`src/rtl/tone_arbiter.sv`:
```
// tone_arbiter
//   Shares one tone generator between three requesters. Bit 0 has the
//   highest priority and bit 2 the lowest (song player). An owner keeps the
//   generator until it releases its request, or until a higher-priority
//   request shows up after the owner has held for min_hold_p cycles. Every
//   release or handoff is followed by gap_cycles_p silent cycles.
//
// Ports
//   clk_i      clock, all state changes on the rising edge
//   reset_i    synchronous, active-high reset
//   req_i      [2:0] level-sensitive tone requests
//   fstep_i    [3*width_p-1:0] frequency steps; requester k at [k*width_p +: width_p]
//   grant_o    [2:0] one-hot owner, zero when nobody owns the generator
//   fstep_o    [width_p-1:0] step to the tone generator, zero is silence
//   preempt_o  one-cycle pulse on the first silent cycle after a preemption
module tone_arbiter #(
    parameter int width_p      = 32,
    parameter int min_hold_p   = 16,
    parameter int gap_cycles_p = 4
) (
    input  logic                   clk_i,
    input  logic                   reset_i,
    input  logic [2:0]             req_i,
    input  logic [3*width_p-1:0]   fstep_i,
    output logic [2:0]             grant_o,
    output logic [width_p-1:0]     fstep_o,
    output logic                   preempt_o
);

    typedef enum logic [1:0] {
        IDLE = 2'd0,
        OWN  = 2'd1,
        GAP  = 2'd2
    } state_e;

    localparam logic [15:0] MIN_HOLD = 16'(min_hold_p);
    localparam logic [15:0] GAP_LAST = 16'(gap_cycles_p - 1);

    state_e             state_q,   state_d;
    logic [2:0]         grant_q,   grant_d;
    logic [width_p-1:0] fstep_q,   fstep_d;
    logic               preempt_q, preempt_d;
    logic [15:0]        hold_q,    hold_d;
    logic [15:0]        gap_q,     gap_d;

    logic [2:0]         pick;
    logic [width_p-1:0] pick_fstep;
    logic [width_p-1:0] own_fstep;
    logic               owner_req;
    logic               higher_req;

    // req & -req isolates the lowest set bit, i.e. the winning requester.
    assign pick = req_i & (~req_i + 3'd1);

    always_comb begin
        pick_fstep = '0;
        own_fstep  = '0;
        for (int k = 0; k < 3; k++) begin
            if (pick[k])    pick_fstep = fstep_i[k*width_p +: width_p];
            if (grant_q[k]) own_fstep  = fstep_i[k*width_p +: width_p];
        end
    end

    // grant_q - 1 on a one-hot value masks every bit below the owner,
    // which are exactly the higher-priority requesters.
    assign owner_req  = |(req_i & grant_q);
    assign higher_req = |(req_i & (grant_q - 3'd1));

    always_comb begin
        state_d   = state_q;
        grant_d   = grant_q;
        fstep_d   = fstep_q;
        preempt_d = 1'b0;
        hold_d    = hold_q;
        gap_d     = gap_q;

        case (state_q)
            IDLE: begin
                grant_d = '0;
                fstep_d = '0;
                if (|req_i) begin
                    state_d = OWN;
                    grant_d = pick;
                    fstep_d = pick_fstep;
                    hold_d  = '0;
                end
            end

            OWN: begin
                if (!owner_req) begin
                    // Release wins over any simultaneous preemption.
                    state_d = GAP;
                    grant_d = '0;
                    fstep_d = '0;
                    gap_d   = '0;
                end else if (higher_req && hold_q == MIN_HOLD) begin
                    state_d   = GAP;
                    grant_d   = '0;
                    fstep_d   = '0;
                    gap_d     = '0;
                    preempt_d = 1'b1;
                end else begin
                    fstep_d = own_fstep;
                    if (hold_q != MIN_HOLD) hold_d = hold_q + 16'd1;
                end
            end

            GAP: begin
                grant_d = '0;
                fstep_d = '0;
                if (gap_q == GAP_LAST) begin
                    gap_d = '0;
                    if (|req_i) begin
                        state_d = OWN;
                        grant_d = pick;
                        fstep_d = pick_fstep;
                        hold_d  = '0;
                    end else begin
                        state_d = IDLE;
                    end
                end else begin
                    gap_d = gap_q + 16'd1;
                end
            end

            default: begin
                state_d = IDLE;
                grant_d = '0;
                fstep_d = '0;
                hold_d  = '0;
                gap_d   = '0;
            end
        endcase
    end

    always_ff @(posedge clk_i) begin
        if (reset_i) begin
            state_q   <= IDLE;
            grant_q   <= '0;
            fstep_q   <= '0;
            preempt_q <= 1'b0;
            hold_q    <= '0;
            gap_q     <= '0;
        end else begin
            state_q   <= state_d;
            grant_q   <= grant_d;
            fstep_q   <= fstep_d;
            preempt_q <= preempt_d;
            hold_q    <= hold_d;
            gap_q     <= gap_d;
        end
    end

    assign grant_o   = grant_q;
    assign fstep_o   = fstep_q;
    assign preempt_o = preempt_q;

endmodule

```
`config.mk`:
```
export PLATFORM = sky130hd
export DESIGN_NAME = tone_arbiter
export DESIGN_NICKNAME = d
export VERILOG_FILES = /design/src/rtl/tone_arbiter.sv
export SDC_FILE = /design/constraint.sdc
export NUM_CORES = 1
export LEC_CHECK = 0
export CAP_MARGIN = 5
export CORE_ASPECT_RATIO = 1.4
export CORE_MARGIN = 4
export CORE_UTILIZATION = 40
export CTS_CLUSTER_SIZE = 28
export DETAILED_ROUTE_END_ITERATION = 6
export PLACE_DENSITY = 0.77
export REMOVE_ABC_BUFFERS = 1
export SYNTH_ARGS = -nofsm -noshare
export SYNTH_HDL_FRONTEND = slang
export SYNTH_SLANG_ARGS = --single-unit
```
`constraint.sdc`:
```
create_clock -name clk_i -period 2.93 [get_ports clk_i]
set_input_delay 0.293 -clock clk_i [delete_from_list [all_inputs] [get_ports clk_i]]
set_output_delay 0.293 -clock clk_i [all_outputs]
set_load 0.01 [all_outputs]
```
# == Word-level counts from Yosys, hierarchy flattened ==
# Cells that the tools add are included.
# classes
addsub,4
multipliers,0
div_mod_pow,0
n_lt_le_gt_ge,0
n_eq_ne,11
shift,0
muxes,33
bitwise,7
reduce_logical,9
# op_table
op,count
32-bit two-way mux,10
16-bit two-way mux,8
16-bit case mux with 3 select lines,2
32-bit case mux with 3 select lines,1
"16-bit by 1-bit adder with 16-bit output, second input constant",2
"16-bit by 2-bit == test with 1-bit output, second input constant",1
"16-bit by 5-bit == test with 1-bit output, second input constant",1
"16-bit by 5-bit inequality test with 1-bit output, second input constant",1
3-bit two-way mux,4
3-bit OR reduction,4
"2-bit inequality test, second input constant",5
3-bit bitwise AND,3
3-bit case mux with 3 select lines,1
2-bit two-way mux,4
2-bit case mux with 3 select lines,1
4-bit AND reduction,1
"3-bit by 1-bit adder with 3-bit output, second input constant",1
"3-bit inequality test, second input constant",1
1-bit NOT,3
3-bit NOT,1
3-bit AND reduction,1
"3-bit by 1-bit subtractor with 3-bit output, second input constant",1
"2-bit by 1-bit == test with 1-bit output, second input constant",1
"2-bit == test, second input constant",1
other kinds (4),5
# word_totals
ff_bits,70
latchBits,0
ramBits,0
romBits,0
in_bits,101
out_inout_bits,36
word_cells,70
mem_count,0

# == Longest topological paths before layout ==
# depth
word_depth,9
ltp_mapped,11
ltp_nobuf,8

# == Worst setup path before layout ==
# OpenSTA, ideal clock, no wires.
# synth_path
kind,register to register
from,register grant_q[1] (netlist: grant_o[1])
to,register gap_q[14]
setup_time_ns,0.070
arrival_time_ns,2.493
required_time_ns,2.860
setup_slack_ns,0.367
stages_incl_launch_ff,12
n_path_buf,3
synth_period_minus_slack_ns,2.563
path_cell_list,dfxtp_1 > clkbuf_1 > clkbuf_1 > inv_1 > ha_1 > xor2_1 > a222oi_1 > o21ai_2 > a211oi_4 > nor2_2 > buf_6 > a21oi_1
# synth_between
elab_chain_len,6
elab_cells_between_ends,10
cone_classes,add/sub: 1; eq/ne: 1; mux: 2; bitwise: 2; reduce/logical: 4
# synth_rtl
item,line_no,source
start: declaration,40,"logic [2:0] grant_q, grant_d;"
start signal: assignment,146,grant_q <= grant_d;
3-bit by 1-bit subtractor with 3-bit output,67,assign higher_req = |(req_i & (grant_q - 3'd1));
3-bit bitwise AND,67,
3-bit OR reduction,67,
1-bit logical AND,96,end else if (higher_req && hold_q == MIN_HOLD) begin
3-bit inequality test (no source line),n/a,
2-bit AND reduction (no source line),n/a,
end signal: assignment,150,gap_q <= gap_d;
end: declaration,44,"logic [15:0] gap_q, gap_d;"
# Several ways; a longest one is shown, not always the timed one.
# A chain may end at the register's enable or synchronous reset.

# == Final worst setup path ==
# layout_path
from,register grant_q[0] (netlist: grant_o[0])
to,register fstep_q[26] (netlist: fstep_o[26])
# layout_between
elab_chain_len,7
elab_cells_between_ends,12
cone_classes,add/sub: 1; mux: 6; bitwise: 2; reduce/logical: 3
# layout_rtl
item,line_no,source
3-bit by 1-bit subtractor with 3-bit output,67,
3-bit bitwise AND,67,
3-bit OR reduction,67,
1-bit logical AND,96,
32-bit two-way mux,96,
32-bit two-way mux *,90,if (!owner_req) begin
32-bit case mux with 3 select lines *,77,case (state_q)
end signal: assignment,147,fstep_q <= fstep_d;
end: declaration,41,"logic [width_p-1:0] fstep_q, fstep_d;"
# Every way passes the cells marked *; elsewhere a longest branch is shown, timed or not.

==> impl_metrics.toml <==
[drt]
drt_wl_total_mm = 14.1
wire_per_inst_um = 17.7
via_count = 4746
vias_per_cell = 5.94
drtPass1Iterations = 5
ant_nets = 0
drtIter0Drc = 339
drc = 0

[grt]
grt_antenna_before_repair = 0
grt_overflow_total = 0
grt_first_pass_wirelength_mm = 22.9
grt_max_degree = 52
grt_pass1_vias = 4665
track_usage_pct = 23.6

[run_status]
status = "finished, final reports clean"

[die]
die_x_um = 93.9
die_area_mm2 = 0.0120
die_h_um = 128
ios = 137
coreArea_mm2 = 0.0100
start_util_pct = 41.3
rows = 43

[clocking]
cts_setup_buffers = 0
cts_sinks = 70
post_cts_resized = 0
cts_hold_buf = 0
cts_tree = "yes"
cts_root_buf = "clkbuf_16"
path_clk_slew_ns = 0.06
clk_path_buf_depth = 2
insertion_delay_ns = 0.34
cts_buffers = 9
cts_htree_levels = 3

[layout]
post-route-cell-area_mm2 = 0.00588
area_growth_pct = 42.3
final_layout_size_suffix_gt1_share_pct = 6.93
fillers = 903
nets = 764
layout.cells.non_filler = 799
final_util_pct = 58.8
antenna_cells = 0

[timing]
hold_viol = 0
finalSetupViolations = 0
rsz0062_at_grt = "false"
drv_slew = 0
fin_crit_ns = 2.44
slew_headroom_pct = 51.0
period_share_pct = 83.1
max_freq_ghz = 0.411
worst_pin_slew_ns = 0.735
fin_skew_ns = 0.00547

[setup_path]
cp.required_ns = 3.20
path_max_fanout = 10
cp-start-kind = "flip-flop"
crit_arrival_ns = 2.71
rr_worst_depth = 8
crit_type = "flip-flop to flip-flop"
end_kind = "flip-flop"

[place]
place_congestion = 0.868
dp.cells = 783
dpl.hpwl_mm = 10.4
numPortBuffers = 136
placed_cell_area_mm2 = 0.00559

[pwr]
power_density_mw_per_mm2 = 464
total_power_mw = 2.73
ir_worst_vdd_mv = 0.293
power.leakage_nw = 2.02

[synthesis]
synth_flop_cell = "dfxtp_1"
syn_avg_cell_area_um2 = 7.69
async_flop_share_pct = 0
synth_cells = 537
yosys_warnings = 0
synth_enable_flop_cells = 0
yosysUniqueCellTypes = 52
ys_ff_latch = 70
synth_seq_area_share_pct = 33.9
netlist_area_mm2 = 0.00413

[flow_run]
cap_violations = 0

[min_path]
holdPathStages = 3
hp-class = "primary input to flip-flop"
[synthesized netlist by cell type, drive strengths merged, types with 5 or more instances]
| master | instances | area share [%] |
|---|---|---|
| nand2 | 79 | 7.2 |
| a22oi | 70 | 13 |
| dfxtp | 70 | 34 |
| o21ai | 60 | 7.4 |
| nor2 | 57 | 5.2 |
| clkbuf | 31 | 2.8 |
| a21oi | 20 | 3.1 |
| a221o | 12 | 2.9 |
| nand4 | 12 | 2.0 |
| a22o | 11 | 2.3 |
| nand3 | 11 | 1.3 |
| inv | 10 | 0.91 |
| a31oi | 8 | 1.4 |
| a311oi | 7 | 1.5 |
| buf | 7 | 1.2 |
| nor3 | 7 | 1.1 |
| nor3b | 7 | 1.5 |
| nor4 | 7 | 1.2 |
| or3 | 6 | 0.91 |
| and3 | 5 | 0.76 |
[logic make-up after synthesis]
logic type / synth area share, %
AO/OA/AOI/OAI: 34.3
buffers and inverters: 4.97
AND/OR/NAND/NOR: 24.1
XOR/XNOR: 1.48
flip-flops: 33.9
adder cells (fa/ha/maj): 1.21
[final timing paths]
check | slack, ns | startpoint | endpoint
max | 0.49 | grant_o[0]$_SDFFE_PP0P_ | fstep_o[26]$_SDFF_PP0_
min | 0.42 | req_i[0] | grant_o[0]$_SDFFE_PP0P_
max reg2reg | 0.49 | grant_o[0]$_SDFFE_PP0P_ | fstep_o[26]$_SDFF_PP0_
min reg2reg | 0.51 | hold_q[7]$_SDFFE_PP0P_ | hold_q[7]$_SDFFE_PP0P_
[power by group]
part           leakage, nW  switching (mW)  internal (mW)
clock network        0.142           0.415          0.640
logic                 1.31           0.330          0.319
registers            0.569          0.0292          0.998
[layout by cell type, fill, tap and decap left out, drive strengths merged, types with 2 or more instances in the layout]
master and instances:
inv 10, or3 6, xnor2 4, nor4 7
clkbuf 13, a22oi 70, a32o 2, a311oi 7
clkdlybuf4s50 135, nand2 79, ha 4, nor3b 7
a22o 11, a21oi 20, and2 4, xor2 3
nand4 12, a222oi 2, o31ai 3, nor3 7
nor4b 3, nor2 57, nor2b 4, buf 14
o21a 2, a221o 12, nand3 11, a31oi 8
dfxtp 70, clkinv 3, o21ai 60, and3 5
[through the flow]
stage | setup slack [ns] | hold WS [ns] | setup TNS (ns)
floorplan | -0.0602 | 0.365 | -0.542
global placement | 0.585 | 0.476 | 0
detailed placement | 0.518 | 0.488 | 0
CTS | 0.512 | 0.416 | 0
global route | 0.337 | 0.493 | 0
finish | 0.495 | 0.417 | 0
[layout make-up]
class	instances	area (um^2)	share of cell area (%)
Clock buffer	13	270	4.60
Clock inverter	3	17.5	0.298
Inverter	11	41.3	0.702
Multi-Input combinational cell	418	2530	43.0
Sequential cell	70	1400	23.8
Tap cell	135	169	2.87
Timing Repair Buffer	149	1450	24.7
[critical path, stage by stage (launching register included)]
cell,delay (ns)
dfxtp_1,0.39
inv_1,0.10
ha_1,0.21
xor2_1,0.14
a222oi_1,0.52
o21a_2,0.32
nand2_1,0.15
a21oi_4,0.32
a221o_1,0.21
[state kept, by name, summed over array words and instances (netlist names)]
name and flops:
state_q 2, grant_o 3, hold_q 16, gap_q 16
preempt_o 1, fstep_o 32
[routing by layer]
metal	GRT usage, %	vias up	routed length, um
met5	0	-	0
met2	39.7	225	7080
met1	27.0	2221	5250
met4	12.5	0	484
met3	6.34	34	1310
li1	-	2266	-
No activity file was read; power rests on OpenSTA's default activity.
